File: src/rtl/ascii_pkg.sv
// rtl/ascii_pkg.sv - character constants and parser state encoding shared by receive-side blocks
package ascii_pkg;

  localparam logic [7:0] ASCII_ZERO  = 8'h30;
  localparam logic [7:0] ASCII_NINE  = 8'h39;
  localparam logic [7:0] ASCII_CR    = 8'h0D;
  localparam logic [7:0] ASCII_LF    = 8'h0A;
  localparam logic [7:0] ASCII_MINUS = 8'h2D;

  typedef enum logic [1:0] {
    IDLE  = 2'd0,
    ACCUM = 2'd1,
    HOLD  = 2'd2,
    SKIP  = 2'd3
  } state_t;

endpackage

File: src/rtl/ascii_to_nibble.sv
// rtl/ascii_to_nibble.sv - ASCII character to BCD digit converter with digit flag
module ascii_to_nibble
  import ascii_pkg::*;
(
  input  logic [7:0] ch,
  output logic [3:0] nibble,
  output logic       is_digit
);

  // Non-digit characters map to nibble 0 so the output is always defined.
  assign is_digit = (ch >= ASCII_ZERO) && (ch <= ASCII_NINE);
  assign nibble   = is_digit ? ch[3:0] : 4'h0;

endmodule

File: src/rtl/ascii_bcd_parser.sv
// rtl/ascii_bcd_parser.sv - ASCII digit stream to packed BCD word parser; optional sign via ASCII_PARSER_SIGN_EN
module ascii_bcd_parser
  import ascii_pkg::*;
#(
  parameter int NDIGITS = 4
) (
  input  logic                           clk,
  input  logic                           rst,
  input  logic                           in_valid,
  input  logic [7:0]                     in_data,
  output logic                           in_ready,
  output logic                           out_valid,
  input  logic                           out_ready,
  output logic [4*NDIGITS-1:0]           out_bcd,
  output logic [$clog2(NDIGITS+1)-1:0]   out_ndig,
  output logic                           err
`ifdef ASCII_PARSER_SIGN_EN
  ,
  output logic                           out_neg
`endif
);

  localparam int BW = 4 * NDIGITS;
  localparam int CW = $clog2(NDIGITS + 1);
  localparam logic [CW-1:0] CNT_MAX = CW'(NDIGITS);

  state_t          state_q, state_d;
  logic [BW-1:0]   bcd_q, bcd_d;
  logic [CW-1:0]   cnt_q, cnt_d;
  logic            neg_q, neg_d;
  logic            err_q, err_d;
  logic            fault;
  logic [3:0]      nib;
  logic            is_digit;
  logic            is_term;
  logic            is_minus;
  logic            accept;

  ascii_to_nibble u_conv (
    .ch       (in_data),
    .nibble   (nib),
    .is_digit (is_digit)
  );

  assign accept  = in_valid && in_ready;
  assign is_term = (in_data == ASCII_CR) || (in_data == ASCII_LF);
`ifdef ASCII_PARSER_SIGN_EN
  assign is_minus = (in_data == ASCII_MINUS);
`else
  assign is_minus = 1'b0;
`endif

  // Next-state logic: digit accumulation, termination, error handling and result hand-off.
  always_comb begin
    state_d = state_q;
    bcd_d   = bcd_q;
    cnt_d   = cnt_q;
    neg_d   = neg_q;
    err_d   = 1'b0;
    fault   = 1'b0;
    case (state_q)
      IDLE, ACCUM: begin
        if (accept) begin
          if (is_digit) begin
            if (cnt_q == CNT_MAX) begin
              fault = 1'b1;
            end else begin
              bcd_d   = {bcd_q[BW-5:0], nib};
              cnt_d   = cnt_q + 1'b1;
              state_d = ACCUM;
            end
          end else if (is_term) begin
            // Terminator in IDLE is an empty line (e.g. LF of CR-LF) and is dropped.
            if (state_q == ACCUM) begin
              if (cnt_q == '0) begin
                // Only a sign was received: report it but there is nothing left to skip.
                err_d   = 1'b1;
                neg_d   = 1'b0;
                state_d = IDLE;
              end else begin
                state_d = HOLD;
              end
            end
          end else if (is_minus && (state_q == IDLE)) begin
            neg_d   = 1'b1;
            state_d = ACCUM;
          end else begin
            fault = 1'b1;
          end
        end
      end
      HOLD: begin
        if (out_ready) begin
          bcd_d   = '0;
          cnt_d   = '0;
          neg_d   = 1'b0;
          state_d = IDLE;
        end
      end
      SKIP: begin
        if (accept && is_term) begin
          state_d = IDLE;
        end
      end
      default: state_d = IDLE;
    endcase
    if (fault) begin
      err_d   = 1'b1;
      bcd_d   = '0;
      cnt_d   = '0;
      neg_d   = 1'b0;
      state_d = SKIP;
    end
  end

  // State and datapath registers; reset discards any partial line or pending result.
  always_ff @(posedge clk or posedge rst) begin
    if (rst) begin
      state_q <= IDLE;
      bcd_q   <= '0;
      cnt_q   <= '0;
      neg_q   <= 1'b0;
      err_q   <= 1'b0;
    end else begin
      state_q <= state_d;
      bcd_q   <= bcd_d;
      cnt_q   <= cnt_d;
      neg_q   <= neg_d;
      err_q   <= err_d;
    end
  end

  assign in_ready  = (state_q != HOLD);
  assign out_valid = (state_q == HOLD);
  assign out_bcd   = bcd_q;
  assign out_ndig  = cnt_q;
  assign err       = err_q;
`ifdef ASCII_PARSER_SIGN_EN
  assign out_neg   = neg_q;
`endif

endmodule

File: config.mk
export PLATFORM = sky130hd
export DESIGN_NAME = ascii_bcd_parser
export DESIGN_NICKNAME = d
export VERILOG_FILES = /design/src/rtl/ascii_pkg.sv /design/src/rtl/ascii_to_nibble.sv /design/src/rtl/ascii_bcd_parser.sv
export SDC_FILE = /design/constraint.sdc
export NUM_CORES = 1
export LEC_CHECK = 0
export BUFFER_PORTS_ARGS = -buffer_cell sky130_fd_sc_hd__buf_4
export CAP_MARGIN = 20
export CORE_AREA = 10 10 55 66
export DETAILED_ROUTE_END_ITERATION = 8
export DIE_AREA = 0 0 65 76
export PLACE_DENSITY = 0.71
export SLEW_MARGIN = 30
export SYNTH_ARGS = -nofsm -noshare
export SYNTH_HDL_FRONTEND = slang
export SYNTH_SLANG_ARGS = --single-unit
File: constraint.sdc
create_clock -name clk -period 1.3 [get_ports clk]
set_input_delay 0.195 -clock clk [delete_from_list [all_inputs] [get_ports clk]]
set_output_delay 0.195 -clock clk [all_outputs]
set_load 0.03 [all_outputs]
==> metrics.txt, run 1 <==
# TYPE chip_impl_metric gauge
chip_impl_metric{name="io-pin-count",unit=""} 34
chip_impl_info{name="tritoncts",value="built"} 1
chip_impl_metric{name="die-width",unit="µm"} 65
chip_impl_info{name="outcome",value="finished with violations"} 1
chip_impl_metric{name="dpl_cell_area",unit="µm²"} 1376
chip_impl_metric{name="synth.yosys.seq_area_share",unit="%"} 55.91
chip_impl_info{name="critPathLaunchType",value="flip-flop"} 1
chip_impl_info{name="clock-root-buffer",value="clkbuf_4"} 1
chip_impl_metric{name="vias_in_the_first_global_route",unit=""} 921
chip_impl_metric{name="die_outline_area",unit="µm²"} 4940
chip_impl_metric{name="worstPathArrival",unit="ns"} 1.18
chip_impl_metric{name="remaining_drc_errors",unit=""} 0
chip_impl_metric{name="cp_data_required_time",unit="ns"} 1.11
chip_impl_metric{name="r2r_slack",unit="ns"} -0.06
chip_impl_metric{name="power_per_cell_area",unit="nW/µm²"} 1190
chip_impl_metric{name="synth_seq_cells",unit=""} 22
chip_impl_metric{name="finalWorstSetupSlack",unit="ns"} -0.07295
chip_impl_metric{name="hold_path_depth",unit=""} 2
chip_impl_metric{name="dr.first_iter.drc_count",unit=""} 18
chip_impl_info{name="worstHoldStart",value="in_valid"} 1
chip_impl_metric{name="timing.clock.skew",unit="ns"} 0.003623
chip_impl_metric{name="post-route-cell-area",unit="µm²"} 1496
chip_impl_metric{name="nets",unit=""} 147
chip_impl_metric{name="grt_usage",unit="%"} 9.932
chip_impl_metric{name="coreArea",unit="µm²"} 2427
chip_impl_metric{name="ys_warn_count",unit=""} 0
chip_impl_metric{name="netlist-cell-type-count",unit=""} 27
chip_impl_metric{name="drt_wl_total",unit="mm"} 2.458
chip_impl_metric{name="synthesis.nets",unit=""} 94
chip_impl_info{name="worstSetupPathType",value="reg2out"} 1
chip_impl_metric{name="clock_pin_slew_worst_setup_and_hold_paths",unit="ns"} 0.12
chip_impl_info{name="cpMaxStageDelayCell",value="dfrtp_1"} 1
chip_impl_metric{name="gp_congestion",unit=""} 0.9070
chip_impl_metric{name="cts_htree_levels",unit=""} 1
chip_impl_info{name="cp_cell_sequence",value="inv_2 -> buf_6 -> nor2_4 -> inv_2 -> buf_6"} 1
chip_impl_metric{name="max-vdd-ir-drop",unit="V"} 0.0008563
chip_impl_metric{name="grt_max_degree",unit=""} 23
chip_impl_metric{name="synth_area",unit="µm²"} 984.7
chip_impl_metric{name="worstPathMaxFanout",unit=""} 4
chip_impl_info{name="hold_path_class",value="in2reg"} 1
chip_impl_metric{name="final_critical_path_required_period",unit="ns"} 1.373
chip_impl_info{name="worst_path_dominant_cell_family",value="flip-flops"} 1
chip_impl_metric{name="grt_antenna_before_repair",unit=""} 0
chip_impl_info{name="timing.rr.start",value="out_ndig[0]"} 1
chip_impl_metric{name="synth_enable_flop_cells",unit=""} 0
chip_impl_info{name="failing_checks",value="setup timing"} 1
chip_impl_metric{name="grt_first_pass_wirelength",unit="mm"} 4.167
chip_impl_metric{name="die_height",unit="µm"} 76
chip_impl_metric{name="clock_insertion_delay_worst_skew",unit="ns"} 0.29
chip_impl_metric{name="reg2reg_depth",unit=""} 6
chip_impl_metric{name="syn_inst",unit=""} 80
chip_impl_metric{name="finalSetupViolCount",unit=""} 21
chip_impl_metric{name="cp.buffers_inverters",unit=""} 4
chip_impl_info{name="timing.rr.end",value="out_ndig[2]"} 1
chip_impl_metric{name="p_leak",unit="nW"} 0.7669
chip_impl_metric{name="dr_total_vias",unit=""} 829
chip_impl_info{name="synthFlopType",value="dfrtp_1"} 1
chip_impl_metric{name="fin_hold_ws",unit="ns"} 0.09555
chip_impl_metric{name="postSynth.asyncResetShare",unit="%"} 100.0
chip_impl_metric{name="sum_of_negative_setup_slack",unit="ns"} -0.7221
chip_impl_metric{name="critical-path-max-stage-delay",unit="ns"} 0.39
chip_impl_metric{name="rows",unit=""} 20
chip_impl_metric{name="max_cap_viol_count",unit=""} 0
chip_impl_info{name="rsz0062_at_grt",value="yes"} 1
chip_impl_metric{name="cts_max_path_buffers",unit=""} 2
chip_impl_metric{name="ant_nets",unit=""} 0
chip_impl_metric{name="pre_repair_dr_iteration_count",unit=""} 4
chip_impl_metric{name="place.detailed.hpwl",unit="mm"} 1.889
chip_impl_metric{name="drt-wirelength-per-cell",unit="µm"} 14.90
chip_impl_metric{name="clock_sinks",unit=""} 22
chip_impl_metric{name="p_r_area_growth_vs_syn",unit="%"} 51.97
chip_impl_metric{name="max_clock_freq",unit="GHz"} 0.7284
chip_impl_metric{name="portBuffers",unit=""} 33
chip_impl_metric{name="post_drt_via_cell_ratio",unit=""} 5.024
chip_impl_metric{name="antenna-diode-count",unit=""} 0
chip_impl_info{name="critical_path.endpoint_type",value="output port"} 1
chip_impl_info{name="holdPathEnd",value="state_q[0]"} 1
chip_impl_metric{name="grt_overflow",unit=""} 0
chip_impl_metric{name="cts-buffers-inserted",unit=""} 3
chip_impl_metric{name="final_max_slew_viol_count",unit=""} 0
chip_impl_metric{name="finalHoldViolCount",unit=""} 0
chip_impl_metric{name="min_period_over_period",unit="%"} 105.6
chip_impl_metric{name="timing.max_slew.rel_slack",unit="%"} 82.35
chip_impl_metric{name="drive_gt1_share",unit="%"} 53.03
chip_impl_metric{name="tightest_slew",unit="ns"} 0.2647
chip_impl_metric{name="floorplan.initialDensity",unit="%"} 40.57
chip_impl_metric{name="syn-mean-instance-area",unit="µm²"} 12.31
[cells in the mapped netlist (2+ instances only)]
cell	count	area [µm²]
buf_6	2	22.52
dfrtp_1	22	550.5
a22o_1	17	148.9
nand2_1	5	18.77
inv_1	5	18.77
nor2_1	4	15.01
ha_1	2	25.02
a21oi_1	4	20.02
[sequential cells by signal, summed over array words and instances (netlist names)]
name and count:
out_ndig 3, err 1, out_bcd 16, state_q 2
[through the flow]
| step | util (%) | instances | worst slack (ns) | total power, W |
|---|---|---|---|---|
| 2_1_floorplan | - | 80 | -0.1354 | 0.001034 |
| 6_report | 61.65 | 165 | -0.07295 | 0.001780 |
| 3_3_place_gp | 56.70 | 156 | -0.1940 | 0.001192 |
| 5_1_grt | 61.65 | 165 | -0.1275 | 0.001858 |
| 3_5_place_dp | 56.70 | 156 | -0.2056 | 0.001196 |
| 4_1_cts | 60.88 | 164 | -0.06238 | 0.001745 |
[logic make-up after synthesis]
| kind of cell | Yosys count | share of synthesized area [%] |
|---|---|---|
| AO/OA/AOI/OAI | 29 | 24.14 |
| flip-flops | 22 | 55.91 |
| AND/OR/NAND/NOR | 17 | 10.93 |
| buffers and inverters | 9 | 5.337 |
| adder cells (fa/ha/maj) | 2 | 2.541 |
| multiplexers | 1 | 1.144 |
[layout by cell type (no fill, tap or decap), types with 2 or more instances in the layout]
cell type	instances
buf_6	4
buf_4	45
dfrtp_1	20
clkbuf_4	3
nand2_1	3
dfrtp_2	2
inv_1	2
a22o_1	17
nor2_1	4
a21oi_1	4
inv_2	4
[layer usage]
metal  part of all wire (%)  GRT usage, %  vias to the layer above
met5                      0             0                        -
li1                       -             -                      405
met2                     51         17.00                       19
met3                    5.4         3.235                        4
met1                     42         11.50                      401
met4                    1.1         2.361                        0
[worst max-delay path by stage]
stage | from | endpoint | cells after the start
6_report | state_q[1] | in_ready | 5
5_1_grt | out_ndig[0] | out_ndig[1] | 6
4_1_cts | state_q[1] | in_ready | 5
3_5_place_dp | in_data[2] | out_bcd[10] | 6
3_3_place_gp | in_data[0] | state_q[1] | 7
2_1_floorplan | out_ndig[1] | out_ndig[1] | 6
[repair_timing]
action,CTS,global route
hold endpoints to repair,22,0
hold buffers,1,0
setup endpoints to repair,22,22
pin swaps,1,9
buffers inserted,3,1
resized for setup,5,3
[layout make-up]
class,instances,area [µm²]
clock buffers,3,22.52
clock inverters,1,30.03
well taps,33,41.29
repair buffers,51,412.9
multi-input cells,49,414.1
flip-flops and latches,22,553.0
inverters,6,22.52
fillers,203,930.9
[report_power, final]
group | switching, W | internal, W
sequential | 0.0000335 | 0.000720
combinational | 0.000269 | 0.000252
clock | 0.000196 | 0.000311
Power figures use the tool's default switching activity.
==> run 2: changes to the inputs <==
CORE_AREA = 10 10 57 68   (was 10 10 55 66)
DIE_AREA = 0 0 67 78   (was 0 0 65 76)
PLACE_DENSITY = default   (was 0.71)
PLACE_DENSITY_LB_ADDON = 0.05   (was default)
==> run 2 against run 1 <==
Effect of this change:
- the run still ends with setup timing left
- critical endpoint is now out_ndig[0]
- first-iteration DRC count grew 130%
- sequential share of layout area grew 0.47 points
- cell count grew 0.61%
- global-route usage shrank 0.25 points
- register-to-register slack lost 0.02 ns
- worst setup slack lost 0.0094 ns
- die area grew 5.8%
==> metrics.txt, run 2 (synthesized netlist as in run 1, its figures left out) <==
# TYPE chip_impl_metric gauge
chip_impl_info{name="outcome",value="finished with violations"} 1
chip_impl_info{name="failing_checks",value="setup timing"} 1
chip_impl_info{name="global_route.peak_usage_layer",value="met2"} 1
chip_impl_metric{name="cp_data_required_time",unit="ns"} 1.51
chip_impl_metric{name="flip_flop_count_of_the_largest_register_all_copies_and_words_added",unit=""} 16
chip_impl_metric{name="place.detailed.hpwl",unit="mm"} 1.910
chip_impl_metric{name="final_critical_path_required_period",unit="ns"} 1.382
chip_impl_info{name="rsz0062_at_grt",value="yes"} 1
chip_impl_metric{name="cts_htree_levels",unit=""} 1
chip_impl_metric{name="coreArea",unit="µm²"} 2654
chip_impl_metric{name="grt_antenna_before_repair",unit=""} 0
chip_impl_metric{name="finalSetupViolCount",unit=""} 14
chip_impl_metric{name="worstPathArrival",unit="ns"} 1.59
chip_impl_metric{name="cts_max_path_buffers",unit=""} 2
chip_impl_metric{name="nets",unit=""} 147
chip_impl_metric{name="remaining_drc_errors",unit=""} 0
chip_impl_metric{name="ant_nets",unit=""} 0
chip_impl_metric{name="instances_no_fill",unit=""} 166
chip_impl_info{name="mostFrequentLayoutCell",value="buf_4"} 1
chip_impl_metric{name="vias_in_the_first_global_route",unit=""} 867
chip_impl_metric{name="die_outline_area",unit="µm²"} 5226
chip_impl_metric{name="area_taken_by_multi_input_logic_gates",unit="µm²"} 414.1
chip_impl_metric{name="clock_pin_slew_worst_setup_and_hold_paths",unit="ns"} 0.12
chip_impl_metric{name="timing.clock.skew",unit="ns"} 0.001668
chip_impl_metric{name="post_drt_via_cell_ratio",unit=""} 5.145
chip_impl_info{name="critPathLaunchType",value="flip-flop"} 1
chip_impl_metric{name="antenna-diode-count",unit=""} 0
chip_impl_metric{name="min_period_over_period",unit="%"} 106.3
chip_impl_metric{name="max-vdd-ir-drop",unit="V"} 0.0006654
chip_impl_metric{name="gp_congestion",unit=""} 0.8341
chip_impl_metric{name="p_leak",unit="nW"} 0.7584
chip_impl_metric{name="io-pin-count",unit=""} 34
chip_impl_metric{name="die_height",unit="µm"} 78
chip_impl_metric{name="fillers",unit=""} 252
chip_impl_metric{name="globalRouteMet2Util",unit="%"} 15.30
chip_impl_metric{name="floorplan.initialDensity",unit="%"} 37.11
chip_impl_metric{name="finalHoldViolCount",unit=""} 0
chip_impl_metric{name="grtUsageMet3",unit="%"} 4.454
chip_impl_metric{name="worstPathMaxFanout",unit=""} 10
chip_impl_info{name="hold_path_class",value="in2reg"} 1
chip_impl_metric{name="drt_wl_total",unit="mm"} 2.479
chip_impl_metric{name="max_clock_freq",unit="GHz"} 0.7234
chip_impl_metric{name="rows",unit=""} 21
chip_impl_metric{name="max_cap_viol_count",unit=""} 0
chip_impl_metric{name="final_max_slew_viol_count",unit=""} 0
chip_impl_metric{name="drt-wirelength-per-cell",unit="µm"} 14.93
chip_impl_metric{name="p_r_area_growth_vs_syn",unit="%"} 50.06
chip_impl_metric{name="finalWorstSetupSlack",unit="ns"} -0.08233
chip_impl_metric{name="portBuffers",unit=""} 33
chip_impl_info{name="final_cell_mix",value="buf_4 (46), dfrtp_1 (20), a22o_1 (17)"} 1
chip_impl_metric{name="seq_area",unit="µm²"} 553.0
chip_impl_info{name="tritoncts",value="built"} 1
chip_impl_metric{name="reg2reg_depth",unit=""} 6
chip_impl_metric{name="pre_repair_dr_iteration_count",unit=""} 4
chip_impl_metric{name="power_per_cell_area",unit="nW/µm²"} 1096
chip_impl_metric{name="fin_hold_ws",unit="ns"} 0.07709
chip_impl_metric{name="dr.first_iter.drc_count",unit=""} 42
chip_impl_metric{name="tightest_slew",unit="ns"} 0.2783
chip_impl_info{name="worstSetupPathType",value="reg2reg"} 1
chip_impl_metric{name="die-width",unit="µm"} 67
chip_impl_info{name="clock-root-buffer",value="clkbuf_4"} 1
chip_impl_metric{name="grt_max_degree",unit=""} 23
chip_impl_metric{name="clock_sinks",unit=""} 22
chip_impl_metric{name="placed_cells",unit=""} 157
chip_impl_metric{name="total_power",unit="W"} 0.001619
chip_impl_metric{name="timing.max_slew.rel_slack",unit="%"} 81.44
chip_impl_metric{name="grt_usage",unit="%"} 9.681
chip_impl_metric{name="grt_first_pass_wirelength",unit="mm"} 4.119
chip_impl_metric{name="cts-buffers-inserted",unit=""} 3
chip_impl_metric{name="gr-usage-met1",unit="%"} 11.25
chip_impl_metric{name="dr_total_vias",unit=""} 854
chip_impl_metric{name="grt_overflow",unit=""} 0
chip_impl_metric{name="clock_insertion_delay_worst_skew",unit="ns"} 0.30
chip_impl_metric{name="drive_gt1_share",unit="%"} 53.03
chip_impl_info{name="critical_path.endpoint_type",value="flip-flop"} 1
chip_impl_metric{name="hold_path_depth",unit=""} 2
[run 2: cell count changes in the layout (fill, tap and decap cells not counted), sizes merged]
cell | before | now
clkbuf | 3 | 4
bufinv | 1 | 0
[run 2: path summary, 6_finish.rpt]
kind | start | endpoint | slack [ns]
worst max-delay path | out_ndig[0] | out_ndig[0] | -0.08
worst min-delay path | in_valid | state_q[0] | 0.08
worst max register to register | out_ndig[0] | out_ndig[0] | -0.08
worst min register to register | out_bcd[14] | out_bcd[14] | 0.52
max in group asynchronous | rst | out_ndig[1] | 0.60
min in group asynchronous | rst | out_bcd[15] | 0.46
[run 2: layout make-up]
cell class | count | share of cell area [%]
flip-flops and latches | 22 | 37.43
inverters | 6 | 1.524
well taps | 34 | 2.879
repair buffers | 51 | 27.69
multi-input cells | 49 | 28.03
clock buffers | 4 | 2.456
[run 2: worst max-delay path: stages (launching register included)]
cell and delay [ns]:
dfrtp_2 0.44, inv_2 0.08, ha_4 0.14, nand2_4 0.05, nor3b_4 0.17, buf_12 0.14
mux2_2 0.25
[run 2: per-layer routing]
metal / vias up / share of wire, % / wire [µm]
met5: - / 0 / 0
met4: 0 / 0.93 / 23
li1: 405 / - / -
met2: 26 / 50 / 1229
met3: 4 / 10 / 251
met1: 419 / 39 / 974
[run 2: per-stage QoR]
step,setup WS (ns),area [µm²],setup TNS [ns],utilization (%)
final,-0.08233,1478,-0.1978,55.68
after global routing,-0.1409,1478,-1.782,55.68
after floorplan,-0.1354,1011,-1.606,-
after detailed placement,-0.1755,1378,-3.311,51.91
after CTS,-0.08135,1441,-0.5949,54.31
after global placement,-0.1589,1378,-3.047,51.91
[run 2: what timing repair did]
action | 4_1_cts | 5_1_grt
resized for setup | 4 | 3
buffers inserted | 1 | 3
endpoints found under the setup margin | 22 | 22
hold buffers | 1 | 0
pin swaps | 5 | 7
endpoints found under the hold margin | 22 | 0
gates cloned | 0 | 0
[run 2: where the power goes]
group	switching [W]	internal [W]	leakage, nW
Combinational	0.000260	0.000226	0.447
Clock	0.000210	0.000171	0.0210
Sequential	0.0000325	0.000720	0.290
Total	0.000502	0.00112	0.758
==> run 3: changes to the inputs <==
ABC_AREA = 1   (was default)
CORE_AREA = 10 10 58 69   (was 10 10 57 68)
DIE_AREA = 0 0 68 79   (was 0 0 67 78)
==> run 3 against run 2 <==
Effect of this change:
- the run still ends with setup timing left
- routed wire length rose by 40%
- final area grew 34%
- register-to-register slack got worse by 0.05 ns
- critical path depth rose by 4
- combinational power rose to 6.7 times the previous value
- via count rose by 44%
- die area grew 2.8%
- sequential power is 57% higher
==> metrics.txt, run 3 <==
# TYPE chip_impl_metric gauge
chip_impl_info{name="yosysMostFrequentCell",value="nand2_1"} 1
chip_impl_metric{name="synthesis.nets",unit=""} 163
chip_impl_metric{name="vias_in_the_first_global_route",unit=""} 1233
chip_impl_metric{name="dr_total_vias",unit=""} 1233
chip_impl_metric{name="postSynth.asyncResetShare",unit="%"} 100.0
chip_impl_metric{name="grt_antenna_before_repair",unit=""} 0
chip_impl_metric{name="grt_usage",unit="%"} 12.35
chip_impl_metric{name="ys_warn_count",unit=""} 0
chip_impl_metric{name="gp_congestion",unit=""} 0.7661
chip_impl_info{name="hold_path_class",value="in2reg"} 1
chip_impl_metric{name="place.detailed.hpwl",unit="mm"} 2.298
chip_impl_metric{name="die_height",unit="µm"} 79
chip_impl_metric{name="detailroute.wirelength.met2",unit="mm"} 1.874
chip_impl_metric{name="portBuffers",unit=""} 33
chip_impl_metric{name="post_drt_via_cell_ratio",unit=""} 5.116
chip_impl_metric{name="dr.first_iter.drc_count",unit=""} 61
chip_impl_metric{name="drt-wirelength-per-cell",unit="µm"} 14.42
chip_impl_metric{name="grt_first_pass_wirelength",unit="mm"} 5.444
chip_impl_metric{name="cts_max_path_buffers",unit=""} 2
chip_impl_metric{name="syn_inst",unit=""} 149
chip_impl_metric{name="met1Wirelength",unit="mm"} 1.386
chip_impl_metric{name="synth.yosys.seq_area_share",unit="%"} 46.03
chip_impl_metric{name="ant_nets",unit=""} 0
chip_impl_metric{name="share_of_total_power_in_combinational_logic",unit="%"} 65.6
chip_impl_info{name="timing.rr.start",value="out_ndig[0]"} 1
chip_impl_metric{name="synth_seq_cells",unit=""} 22
chip_impl_info{name="synthFlopType",value="dfrtp_1"} 1
chip_impl_info{name="critical_path.endpoint_type",value="flip-flop"} 1
chip_impl_metric{name="max_clock_freq",unit="GHz"} 0.6965
chip_impl_metric{name="clock_insertion_delay_worst_skew",unit="ns"} 0.30
chip_impl_info{name="failing_checks",value="setup timing"} 1
chip_impl_metric{name="antenna-diode-count",unit=""} 0
chip_impl_metric{name="cts_htree_levels",unit=""} 1
chip_impl_metric{name="worstPathMaxFanout",unit=""} 6
chip_impl_metric{name="max_cap_viol_count",unit=""} 0
chip_impl_metric{name="power.share.switching",unit="%"} 46.05
chip_impl_info{name="rsz0062_at_grt",value="yes"} 1
chip_impl_metric{name="drt_wl_total",unit="mm"} 3.476
chip_impl_metric{name="min_period_over_period",unit="%"} 110.4
chip_impl_metric{name="dpl_worst_slack",unit="ns"} -0.1551
chip_impl_metric{name="synth_area",unit="µm²"} 1196
chip_impl_metric{name="io-pin-count",unit=""} 34
chip_impl_info{name="final_cell_mix",value="buf_4 (53), nand3_1 (22), dfrtp_1 (20), nand2_1 (18), o21ai_2 (16)"} 1
chip_impl_metric{name="r2r_slack",unit="ns"} -0.14
chip_impl_info{name="clock-root-buffer",value="clkbuf_4"} 1
chip_impl_info{name="synth_commonest_cells",value="nand2_1 (41), nand3_1 (24), dfrtp_1 (22), inv_1 (12)"} 1
chip_impl_metric{name="fin_hold_ws",unit="ns"} 0.1797
chip_impl_metric{name="timing.max_slew.rel_slack",unit="%"} 80.97
chip_impl_metric{name="worstPathArrival",unit="ns"} 1.64
chip_impl_metric{name="die_outline_area",unit="µm²"} 5372
chip_impl_metric{name="cts-buffers-inserted",unit=""} 3
chip_impl_metric{name="timing.clock.skew",unit="ns"} 0.002659
chip_impl_metric{name="rows",unit=""} 21
chip_impl_metric{name="pre_repair_dr_iteration_count",unit=""} 4
chip_impl_metric{name="clock_sinks",unit=""} 22
chip_impl_info{name="synth_area_leader_cell",value="dfrtp_1"} 1
chip_impl_metric{name="final_critical_path_required_period",unit="ns"} 1.436
chip_impl_metric{name="p_leak",unit="nW"} 1.008
chip_impl_metric{name="finalSetupViolCount",unit=""} 22
chip_impl_info{name="holdPathEnd",value="out_bcd[0]"} 1
chip_impl_metric{name="max-vdd-ir-drop",unit="V"} 0.001508
chip_impl_metric{name="drive_gt1_share",unit="%"} 58.94
chip_impl_metric{name="cp_data_required_time",unit="ns"} 1.51
chip_impl_metric{name="p_seq_share",unit="%"} 23.9
chip_impl_info{name="worstSetupPathType",value="reg2reg"} 1
chip_impl_info{name="mostFrequentLayoutCell",value="buf_4"} 1
chip_impl_info{name="post_synth_main_area_contributors",value="dfrtp_1 (46%), nand2_1 (13%), nand3_1 (10%)"} 1
chip_impl_metric{name="internal_power",unit="W"} 0.002674
chip_impl_metric{name="flip_flop_count_of_the_largest_register_all_copies_and_words_added",unit=""} 16
chip_impl_info{name="outcome",value="finished with violations"} 1
chip_impl_metric{name="clock_pin_slew_worst_setup_and_hold_paths",unit="ns"} 0.13
chip_impl_metric{name="final_max_slew_viol_count",unit=""} 0
chip_impl_info{name="timing.rr.end",value="out_bcd[3]"} 1
chip_impl_metric{name="netlist-cell-type-count",unit=""} 20
chip_impl_metric{name="power_switching",unit="W"} 0.002283
chip_impl_metric{name="grt_max_degree",unit=""} 23
chip_impl_metric{name="hold_path_depth",unit=""} 3
chip_impl_metric{name="reg2reg_depth",unit=""} 10
chip_impl_info{name="tritoncts",value="built"} 1
chip_impl_info{name="worstHoldStart",value="in_data[0]"} 1
chip_impl_metric{name="floorplan.initialDensity",unit="%"} 43.77
chip_impl_metric{name="finalWorstSetupSlack",unit="ns"} -0.1357
chip_impl_metric{name="met3WireLength",unit="µm"} 182
chip_impl_metric{name="remaining_drc_errors",unit=""} 0
chip_impl_info{name="top_layer",value="met4"} 1
chip_impl_metric{name="die-width",unit="µm"} 68
chip_impl_info{name="critPathLaunchType",value="flip-flop"} 1
chip_impl_metric{name="finalHoldViolCount",unit=""} 0
chip_impl_metric{name="p_r_area_growth_vs_syn",unit="%"} 65.59
chip_impl_metric{name="coreArea",unit="µm²"} 2733
chip_impl_metric{name="tightest_slew",unit="ns"} 0.2854
chip_impl_metric{name="power_frac_clock",unit="%"} 10.5
chip_impl_metric{name="power_per_cell_area",unit="nW/µm²"} 2503
chip_impl_metric{name="yosysTopAreaCellShare",unit="%"} 46.03
chip_impl_metric{name="synth_enable_flop_cells",unit=""} 0
chip_impl_metric{name="grt_overflow",unit=""} 0
chip_impl_metric{name="syn-mean-instance-area",unit="µm²"} 8.028
chip_impl_metric{name="nets",unit=""} 222
chip_impl_metric{name="finish.utilization",unit="%"} 72.48
==> run 3: area by class of cell <==
cell class	instances	area, µm²
multi-input combinational	106	729.5
clock buffer	3	22.52
sequential	22	553.0
inverter	13	48.80
timing repair buffer	62	554.3
tap	34	42.54
fill	217	752.0
clock inverter	1	30.03
==> run 3: worst max path at each step <==
stage | startpoint | endpoint | slack, ns
global route | out_ndig[0] | out_bcd[3] | -0.21
CTS | out_ndig[0] | out_bcd[15] | -0.09
finish | out_ndig[0] | out_bcd[3] | -0.14
floorplan | out_ndig[1] | out_bcd[0] | -0.25
global placement | in_data[6] | out_bcd[8] | -0.11
detailed placement | in_data[6] | out_bcd[15] | -0.16
==> run 3: cells by family after synthesis <==
group | after synthesis | synth area share [%]
xor+xnor | 1 | 0.7324
simple gates | 82 | 29.71
compound gates | 21 | 12.55
flops | 22 | 46.03
fa+ha+maj | 2 | 2.092
buf+inv | 21 | 8.889
==> run 3: per-layer routing <==
layer,vias up,global-route usage (%)
li1,595,-
met1,604,14.20
met2,30,21.46
met3,4,3.652
met4,0,3.024
met5,-,0
==> run 3: through the flow <==
stage | area (µm²) | total power (W) | cells | setup TNS [ns]
global route | 1981 | 0.005283 | 241 | -3.754
CTS | 1789 | 0.004418 | 237 | -1.537
finish | 1981 | 0.004957 | 241 | -2.241
global placement | 1624 | 0.003515 | 227 | -1.931
floorplan | 1242 | 0.002750 | 149 | -3.921
detailed placement | 1624 | 0.003555 | 227 | -2.205
==> run 3: worst max-delay path, stage by stage, from the launching register on <==
cell and delay (ns):
dfrtp_2 0.43, inv_2 0.08, ha_4 0.13, nand2_2 0.05, nand3_2 0.08, nand3_4 0.09
nand2_4 0.10, nand2_8 0.09, clkbuf_16 0.18, nand2_4 0.06, o21ai_2 0.05
==> run 3: what timing repair did <==
action / 4_1_cts / 5_1_grt
resized for setup: 18 / 35
hold buffers: 1 / 0
cloned: 1 / 2
endpoints found under the hold margin: 22 / 0
buffers inserted: 4 / 2
endpoints found under the setup margin: 23 / 23
pin swaps: 2 / 5
==> run 3: power groups by stage <==
stage / Combinational, W / Sequential (W) / Clock, W
6_report: 0.00325 / 0.00118 / 0.000523
5_1_grt: 0.00349 / 0.00122 / 0.000574
4_1_cts: 0.00274 / 0.00114 / 0.000539
3_5_place_dp: 0.00241 / 0.00114 / 0
3_3_place_gp: 0.00238 / 0.00114 / 0
2_1_floorplan: 0.00117 / 0.00158 / 0
